==> config.mk <==
export PLATFORM = sky130hd
export DESIGN_NAME = instr_encoder
export DESIGN_NICKNAME = d
export VERILOG_FILES = /design/src/rtl/instr_encoder.sv
export SDC_FILE = /design/constraint.sdc
export NUM_CORES = 1
export LEC_CHECK = 0
export CORE_MARGIN = 3
export CORE_UTILIZATION = 48
export CTS_CLUSTER_DIAMETER = 200
export DETAILED_ROUTE_END_ITERATION = 12
export PLACE_DENSITY = 0.71
export SLEW_MARGIN = 20
export SYNTH_ARGS = -nofsm -noshare
export SYNTH_HDL_FRONTEND = slang
export SYNTH_SLANG_ARGS = --single-unit
==> constraint.sdc <==
create_clock -name clk -period 7.9 [get_ports clk]
set_input_delay 1.185 -clock clk [delete_from_list [all_inputs] [get_ports clk]]
set_output_delay 1.185 -clock clk [all_outputs]
set_load 0.02 [all_outputs]
==> src/rtl/instr_encoder.sv <==
// Program loader: packs decoded instruction fields into 49-bit words and streams
// them through a small FIFO into sequential instruction-memory writes.
module instr_encoder #(
  parameter int AW         = 8,
  parameter int FIFO_DEPTH = 4
) (
  input  logic          clk,
  input  logic          rst_n,
  input  logic          start,
  output logic          busy,
  output logic          done,
  input  logic          in_valid,
  output logic          in_ready,
  input  logic [4:0]    in_op,
  input  logic [1:0]    in_mode,
  input  logic [4:0]    in_src,
  input  logic [4:0]    in_dst,
  input  logic [31:0]   in_lit,
  input  logic          in_last,
  output logic          mem_we,
  output logic [AW-1:0] mem_addr,
  output logic [48:0]   mem_wdata,
  input  logic          mem_ready,
  output logic [AW:0]   count,
  output logic          err_illegal,
  output logic          ovf
);

  localparam int PW = (FIFO_DEPTH > 1) ? $clog2(FIFO_DEPTH) : 1;
  localparam int CW = PW + 1;
  localparam logic [AW:0] CAP      = {1'b1, {AW{1'b0}}};
  localparam logic [AW:0] LAST_ACC = {1'b0, {AW{1'b1}}};

  typedef enum logic [1:0] {IDLE, LOAD, DRAIN, DONE} state_t;

  state_t        state;
  logic [48:0]   fifo_mem [FIFO_DEPTH];
  logic [PW-1:0] wr_ptr;
  logic [PW-1:0] rd_ptr;
  logic [CW-1:0] fifo_cnt;
  logic [AW:0]   acc_cnt;

  logic fifo_full;
  logic fifo_empty;
  logic legal;
  logic accept;
  logic push;
  logic pop;

  // in_ready depends only on registered state, never on mem_ready.
  assign fifo_full  = (fifo_cnt == CW'(FIFO_DEPTH));
  assign fifo_empty = (fifo_cnt == '0);
  assign in_ready   = (state == LOAD) && !fifo_full && (acc_cnt < CAP);
  assign accept     = in_valid && in_ready;
  assign legal      = (in_op <= 5'h12);
  assign push       = accept && legal;
  assign mem_we     = !fifo_empty;
  assign pop        = mem_we && mem_ready;
  assign mem_wdata  = mem_we ? fifo_mem[rd_ptr] : '0;

  always_ff @(posedge clk) begin
    if (push) begin
      fifo_mem[wr_ptr] <= {in_op, in_mode, in_src, in_dst, in_lit};
    end
  end

  always_ff @(posedge clk or negedge rst_n) begin
    if (!rst_n) begin
      wr_ptr   <= '0;
      rd_ptr   <= '0;
      fifo_cnt <= '0;
    end else begin
      if (push) wr_ptr <= wr_ptr + PW'(1);
      if (pop)  rd_ptr <= rd_ptr + PW'(1);
      case ({push, pop})
        2'b10:   fifo_cnt <= fifo_cnt + CW'(1);
        2'b01:   fifo_cnt <= fifo_cnt - CW'(1);
        default: fifo_cnt <= fifo_cnt;
      endcase
    end
  end

  // The accept cap bounds writes to 2^AW, so the address saturates instead of wrapping.
  always_ff @(posedge clk or negedge rst_n) begin
    if (!rst_n) begin
      mem_addr <= '0;
      count    <= '0;
    end else if (state == IDLE && start) begin
      mem_addr <= '0;
      count    <= '0;
    end else if (pop) begin
      count <= count + (AW+1)'(1);
      if (mem_addr != '1) mem_addr <= mem_addr + AW'(1);
    end
  end

  always_ff @(posedge clk or negedge rst_n) begin
    if (!rst_n) begin
      state       <= IDLE;
      busy        <= 1'b0;
      done        <= 1'b0;
      err_illegal <= 1'b0;
      ovf         <= 1'b0;
      acc_cnt     <= '0;
    end else begin
      case (state)
        IDLE: begin
          done <= 1'b0;
          if (start) begin
            state       <= LOAD;
            busy        <= 1'b1;
            err_illegal <= 1'b0;
            ovf         <= 1'b0;
            acc_cnt     <= '0;
          end
        end
        LOAD: begin
          if (accept) begin
            if (legal) acc_cnt <= acc_cnt + (AW+1)'(1);
            else       err_illegal <= 1'b1;
            if (in_last) begin
              state <= DRAIN;
            end else if (legal && acc_cnt == LAST_ACC) begin
              ovf   <= 1'b1;
              state <= DRAIN;
            end
          end
        end
        DRAIN: begin
          if (fifo_empty) begin
            state <= DONE;
            done  <= 1'b1;
          end
        end
        DONE: begin
          done  <= 1'b0;
          busy  <= 1'b0;
          state <= IDLE;
        end
        default: state <= IDLE;
      endcase
    end
  end

endmodule

==> results.sh <==
export IMPL_portBuffers=126
export IMPL_fin_total_pwr_mw=4.061
export IMPL_cp_top_family="buffers and inverters"
export IMPL_core_sq_mm=0.01914
export IMPL_worst_setup_path_start_kind="register"
export IMPL_diodes=0
export IMPL_fin_crit_ns=4.031
export IMPL_slew_headroom_pct=40.66
export IMPL_ys_warn_count=0
export IMPL_start_util_pct=49.84
export IMPL_grt_start_max_net_pins=53
export IMPL_synth_top_cells_by_count="edfxtp_1, and2_1, mux4_2"
export IMPL_crit_path_start="rd_ptr[0]"
export IMPL_root_buffer="clkbuf_16"
export IMPL_rsz0062_at_grt="false"
export IMPL_grt_pass1_vias=5523
export IMPL_wl_per_cell_um=19.46
export IMPL_vias=5172
export IMPL_pre_cts_slack_ns=3.561
export IMPL_irDropWorstVdd_v=0.0002450
export IMPL_grt_overflow=0
export IMPL_die_width_um=147.0
export IMPL_synth_top_area_share_pct=61.69
export IMPL_fp_dieH_um=147.0
export IMPL_clkTransAtPathRegs_ns=0.06
export IMPL_p_leak_nw=4.172
export IMPL_cts_tree="built"
export IMPL_place_gp_congestion=0.8372
export IMPL_max_stage_delay_ns=0.73
export IMPL_p_per_area_mw_per_mm2=338.1
export IMPL_syn_area_sq_mm=0.009540
export IMPL_ioPinCount=127
export IMPL_numCtsBuffers=24
export IMPL_wirelength_um=18370
export IMPL_cp_required_ns=6.71
export IMPL_r2r_start="state[1]"
export IMPL_fin_tns_setup_ns=0
export IMPL_timing_fmax_mhz=248.1
export IMPL_drt_initial_drc_count=350
export IMPL_tightest_slew_ns=0.8901
export IMPL_antenna_found_initial=0
export IMPL_maxSlewViolCount=0
export IMPL_cts_setup_buffers=0
export IMPL_viasPerCell=5.479
export IMPL_postLayoutCellArea_sq_mm=0.01201
export IMPL_dieArea_sq_mm=0.02160
export IMPL_dp_cells=899
export IMPL_synth_most_common_cell="edfxtp_1"
export IMPL_clk_latency_ns=0.51
export IMPL_place_area_sq_mm=0.01108
export IMPL_drv_cap=0
export IMPL_firstDrtPassIters=5
export IMPL_h_tree_depth=1
export IMPL_finalHoldViolations=0
export IMPL_drive_above_1_share_pct=16.67
export IMPL_status="completed"
export IMPL_fin_nets=735
export IMPL_ys_seq_area_share_pct=71.92
export IMPL_end_kind="output pin"
export IMPL_drc_errors=0
export IMPL_path_buf_inv=2
export IMPL_fin_ws_ns=3.869
export IMPL_dp_hpwl_um=11210
export IMPL_instances_no_fill=944
export IMPL_critical_path_slowest_cell="dfrtp_4"
export IMPL_post_cts_resized=0
export IMPL_timing_hold_ws_ns=0.4876
export IMPL_detail_route_antenna_nets=0
export IMPL_syn_area_per_cell_sq_um=18.00
export IMPL_synth_ff_latch_count=235
export IMPL_synthFlopType="edfxtp_1"
export IMPL_fin_crit_sh_pct=51.03
export IMPL_synth_fp_nets=599
export IMPL_hp_start="acc_cnt[2]"
export IMPL_grt_pass1_wl_um=29420
export IMPL_std_cell_rows=50
export IMPL_setup_violations=0
export IMPL_hp_class="reg -> reg"
export IMPL_synthTopCellsByArea="edfxtp_1, mux4_2, dfrtp_1"
export IMPL_synth_cell_types=48
export IMPL_clk_path_buf_depth=3
export IMPL_critPathKind="reg -> out"
export IMPL_grt_usage_pct=16.85
export IMPL_yosys_area_top_type="edfxtp_1"
export IMPL_area_growth_syn_to_layout_pct=25.90
export IMPL_synthCells=530
export IMPL_postCtsHoldBufs=0
export IMPL_ys_async_sr_fraction_pct=16.60
export IMPL_clkSinkCount=235
export IMPL_critPathArrivalTime_ns=2.85
export IMPL_fin_util_pct=62.75
export IMPL_fin_skew_ns=0.01898
export IMPL_cp_cell_sequence="buf_12 -> mux4_2 -> and2_1 -> clkdlybuf4s50_1"
export IMPL_cp_max_fo=28
export IMPL_synth_edf_count=196
==> report_power, final <==
group	switching, mW	total [mW]	leakage, nW	internal, mW
clock	0.463	1.26	0.429	0.795
combinational	0.610	1.31	1.51	0.698
sequential	0.106	1.49	2.23	1.39
total	1.18	4.06	4.17	2.88
==> worst reg2reg max path: stages (launching register included) <==
cell and delay, ns:
dfrtp_1 0.40, inv_1 0.11, ha_1 0.40, nand3b_1 0.19
a211oi_4 0.61, and2_2 0.82, buf_4 0.42
==> worst paths after layout <==
check                           slack (ns)  depth (start not counted)              end
worst max-delay path                  3.87                          4    mem_wdata[21]
worst min-delay path                  0.49                          1       acc_cnt[2]
worst max register to register        4.62                          6  fifo_mem[2][28]
worst min register to register        0.49                          1       acc_cnt[2]
max in group asynchronous             6.44                          1        rd_ptr[0]
min in group asynchronous             0.80                          1      mem_addr[1]
==> per-layer routing <==
layer | global-route usage (%) | wire, um | vias up
met5 | 0 | 0 | -
met4 | 3.961 | 287 | 0
met2 | 28.00 | 9016 | 150
li1 | - | - | 2332
met1 | 23.00 | 7999 | 2661
met3 | 3.886 | 1066 | 29
==> cells in the final DEF (no fill, tap or decap), drive strengths merged, types with 10 or more instances in the layout <==
master,synthesis,layout
edfxtp,196,196
clkdlybuf4s50,0,125
nand2,15,15
ha,13,13
a31oi,14,14
mux4,49,49
nor2,15,15
o21ai,10,10
clkbuf,16,27
dfrtp,39,39
inv,15,16
and2,58,58
nand3,11,11
==> area by class of cell <==
type | count | area (sq um)
inverters | 15 | 56.30
clock inverters | 17 | 257.7
fillers | 1367 | 7132
multi-input cells | 258 | 2539
repair buffers | 132 | 1314
flip-flops and latches | 235 | 6867
clock buffers | 27 | 653.1
well taps | 260 | 325.3
==> registers in the layout, indices dropped and copies added, names as in the netlist <==
register / flops
fifo_cnt: 3
mem_addr: 8
wr_ptr: 2
state: 2
acc_cnt: 9
count: 9
done: 1
fifo_mem: 196
ovf: 1
rd_ptr: 2
busy: 1
err_illegal: 1
==> logic make-up after synthesis <==
| group | Yosys count | synth area share, % |
|---|---|---|
| compound gates | 43 | 3.147 |
| xor+xnor | 16 | 1.469 |
| fa+ha+maj | 14 | 1.915 |
| buf+inv | 37 | 1.534 |
| flops | 235 | 71.92 |
| mux | 55 | 12.21 |
| simple gates | 130 | 7.803 |
Note: power is estimated with default switching activity, not from simulation.
==> variant, RTL diff (same flow settings) <==
Change the parameter `FIFO_DEPTH` from 4 to 8.
--- a/src/rtl/instr_encoder.sv
+++ b/src/rtl/instr_encoder.sv
@@ -4,3 +4,3 @@
   parameter int AW         = 8,
-  parameter int FIFO_DEPTH = 4
+  parameter int FIFO_DEPTH = 8
 ) (
Behaviour: not the same (a bounded check fails within 10 cycles, from zero or initial values and one cycle with rst_n low).
==> variant against the unedited design <==
- final area is 70% higher
- total power is 74% higher
- critical endpoint is now mem_wdata[12]
- largest cell class unchanged
- wire length is 84% higher
- synthesized cell count is 68% higher
- fmax is 19% lower
- register-to-register slack worse by 0.66 ns
- cell count is 61% higher
- global-route usage is 0.92 points higher
- sequential cell count is 199 higher
- critical path depth is 1 higher
- area after synthesis is 80% higher
- worst setup slack worse by 0.95 ns
- combinational power is 69% higher
==> variant: results (changes against the unedited design) <==
Outcome - finished, final reports clean
First-pass GRT wire length - 53100 microns (+81%)
Final period utilization - 63.1% (+12 points)
Top Registers - fifo_mem (392), acc_cnt (9), count (9)
Sequential area share after synthesis - 74.5% (+2.6 points)
Reg2reg end - fifo_mem[7][17]
Leak Pwr - 6.80 nW (+63%)
Top area cells in the synthesized netlist - edfxtp_1, mux4_2, dfrtp_1, mux2i_1, nor2_1
Critical Path Sink - mem_wdata[12]
Largest net degree at the start of global routing - 54 (+1.9%)
Worst R2R Setup Slack - 3.96 ns (-0.66 ns)
Comb. pwr - 2.21 mW (+69%)
Placer Congestion - 0.829 (-0.93%)
Clk_skew - 0.0122 ns (-0.00681 ns)
H-tree depth - 2 (+1)
EDFF count, synth - 392 (+100%)
Power per cell area - 346 mW/mm^2 (+2.2%)
Num CTS Buffers - 45 (+88%)
Depth of the most critical reg-to-reg path - 9 (+3)
Nets - 1102 (+50%)
Clk power - 1.91 mW (+52%)
Setup Slack @ Placement - 2.60 ns (-0.959 ns)
Synth cell types - 47 (-2.1%)
Critical Path Fanout Max - 42 (+50%)
Tot GR Track Use - 17.8% (+0.92 points)
DR vias - 8650 (+67%)
Net count after synthesis - 956 (+60%)
Post-synth ARST share - 9.68% (-6.9 points)
Worst EP arrival - 3.80 ns (+0.95 ns)
VDD IR max - 0.000235 V (-4.2%)
Hold Path Stages - 1 (unchanged)
Worst Tran Pin Value - 1.09 ns (+0.202 ns)
Int Power - 4.88 mW (+69%)
Commonest cells post-synth - edfxtp_1, mux4_2, nor2_1, mux2i_1, dfrtp_1
Clk root buf - clkbuf_16
Post-DP Area - 0.0190 sq mm (+72%)
Initial antenna violation count - 3 (+3)
Dpl hpwl - 18400 microns (+65%)
Clk Latency, worst-skew pair - 0.54 ns (+0.03 ns)
Via count of the first global-routing pass - 9053 (+64%)
Initial DRC Count - 599 (+71%)
Layout cells sized above 1 - 18.0% (+1.3 points)
WL/cell - 22.1 microns (+14%)
variant: how the worst min path moves through the flow:
stage                     start  slack (ns)     endpoint
floorplan           fifo_cnt[3]        0.49  fifo_cnt[3]
global placement    mem_addr[7]        0.51  mem_addr[7]
detailed placement  mem_addr[7]        0.50  mem_addr[7]
CTS                 mem_addr[7]        0.52  mem_addr[7]
global route        mem_addr[7]        0.54  mem_addr[7]
finish              mem_addr[7]        0.52  mem_addr[7]
variant: metal layers:
metal / track usage [%] / wire length, microns / up-vias
met5: 0 / 30 / -
met4: 3.80 / 578 / 4
met3: 3.42 / 1920 / 50
met2: 28.9 / 16600 / 243
met1: 25.6 / 14600 / 4491
li1: - / - / 3862
variant: critical path, cell delays in order, from the launching register on:
cell and delay, ns:
dfrtp_4 0.96, buf_4 0.80, mux4_2 0.60, mux2i_1 0.20, nor2_1 0.11, clkdlybuf4s50_1 0.58
variant: logic make-up after synthesis:
group | Yosys count | synth area share [%]
compound gates | 53 | 1.92
xor+xnor | 21 | 1.07
fa+ha+maj | 13 | 0.945
buf+inv | 56 | 1.32
flops | 434 | 74.5
mux | 153 | 16.0
simple gates | 158 | 4.22
variant: cell type report:
| class | count | area, sq um |
|---|---|---|
| fill | 2572 | 14600 |
| multi-input combinational | 398 | 4220 |
| sequential | 434 | 12800 |
| inverter | 12 | 45.0 |
| clock buffer | 65 | 1240 |
| timing repair buffer | 143 | 1400 |
| tap | 455 | 569 |
| clock inverter | 16 | 98.8 |
| antenna | 1 | 2.50 |
variant: through the flow:
step | utilization (%) | instances
2_1_floorplan | - | 888
3_3_place_gp | 54.4 | 1441
3_5_place_dp | 54.4 | 1441
4_1_cts | 58.3 | 1522
5_1_grt | 58.4 | 1524
6_report | 58.4 | 1524
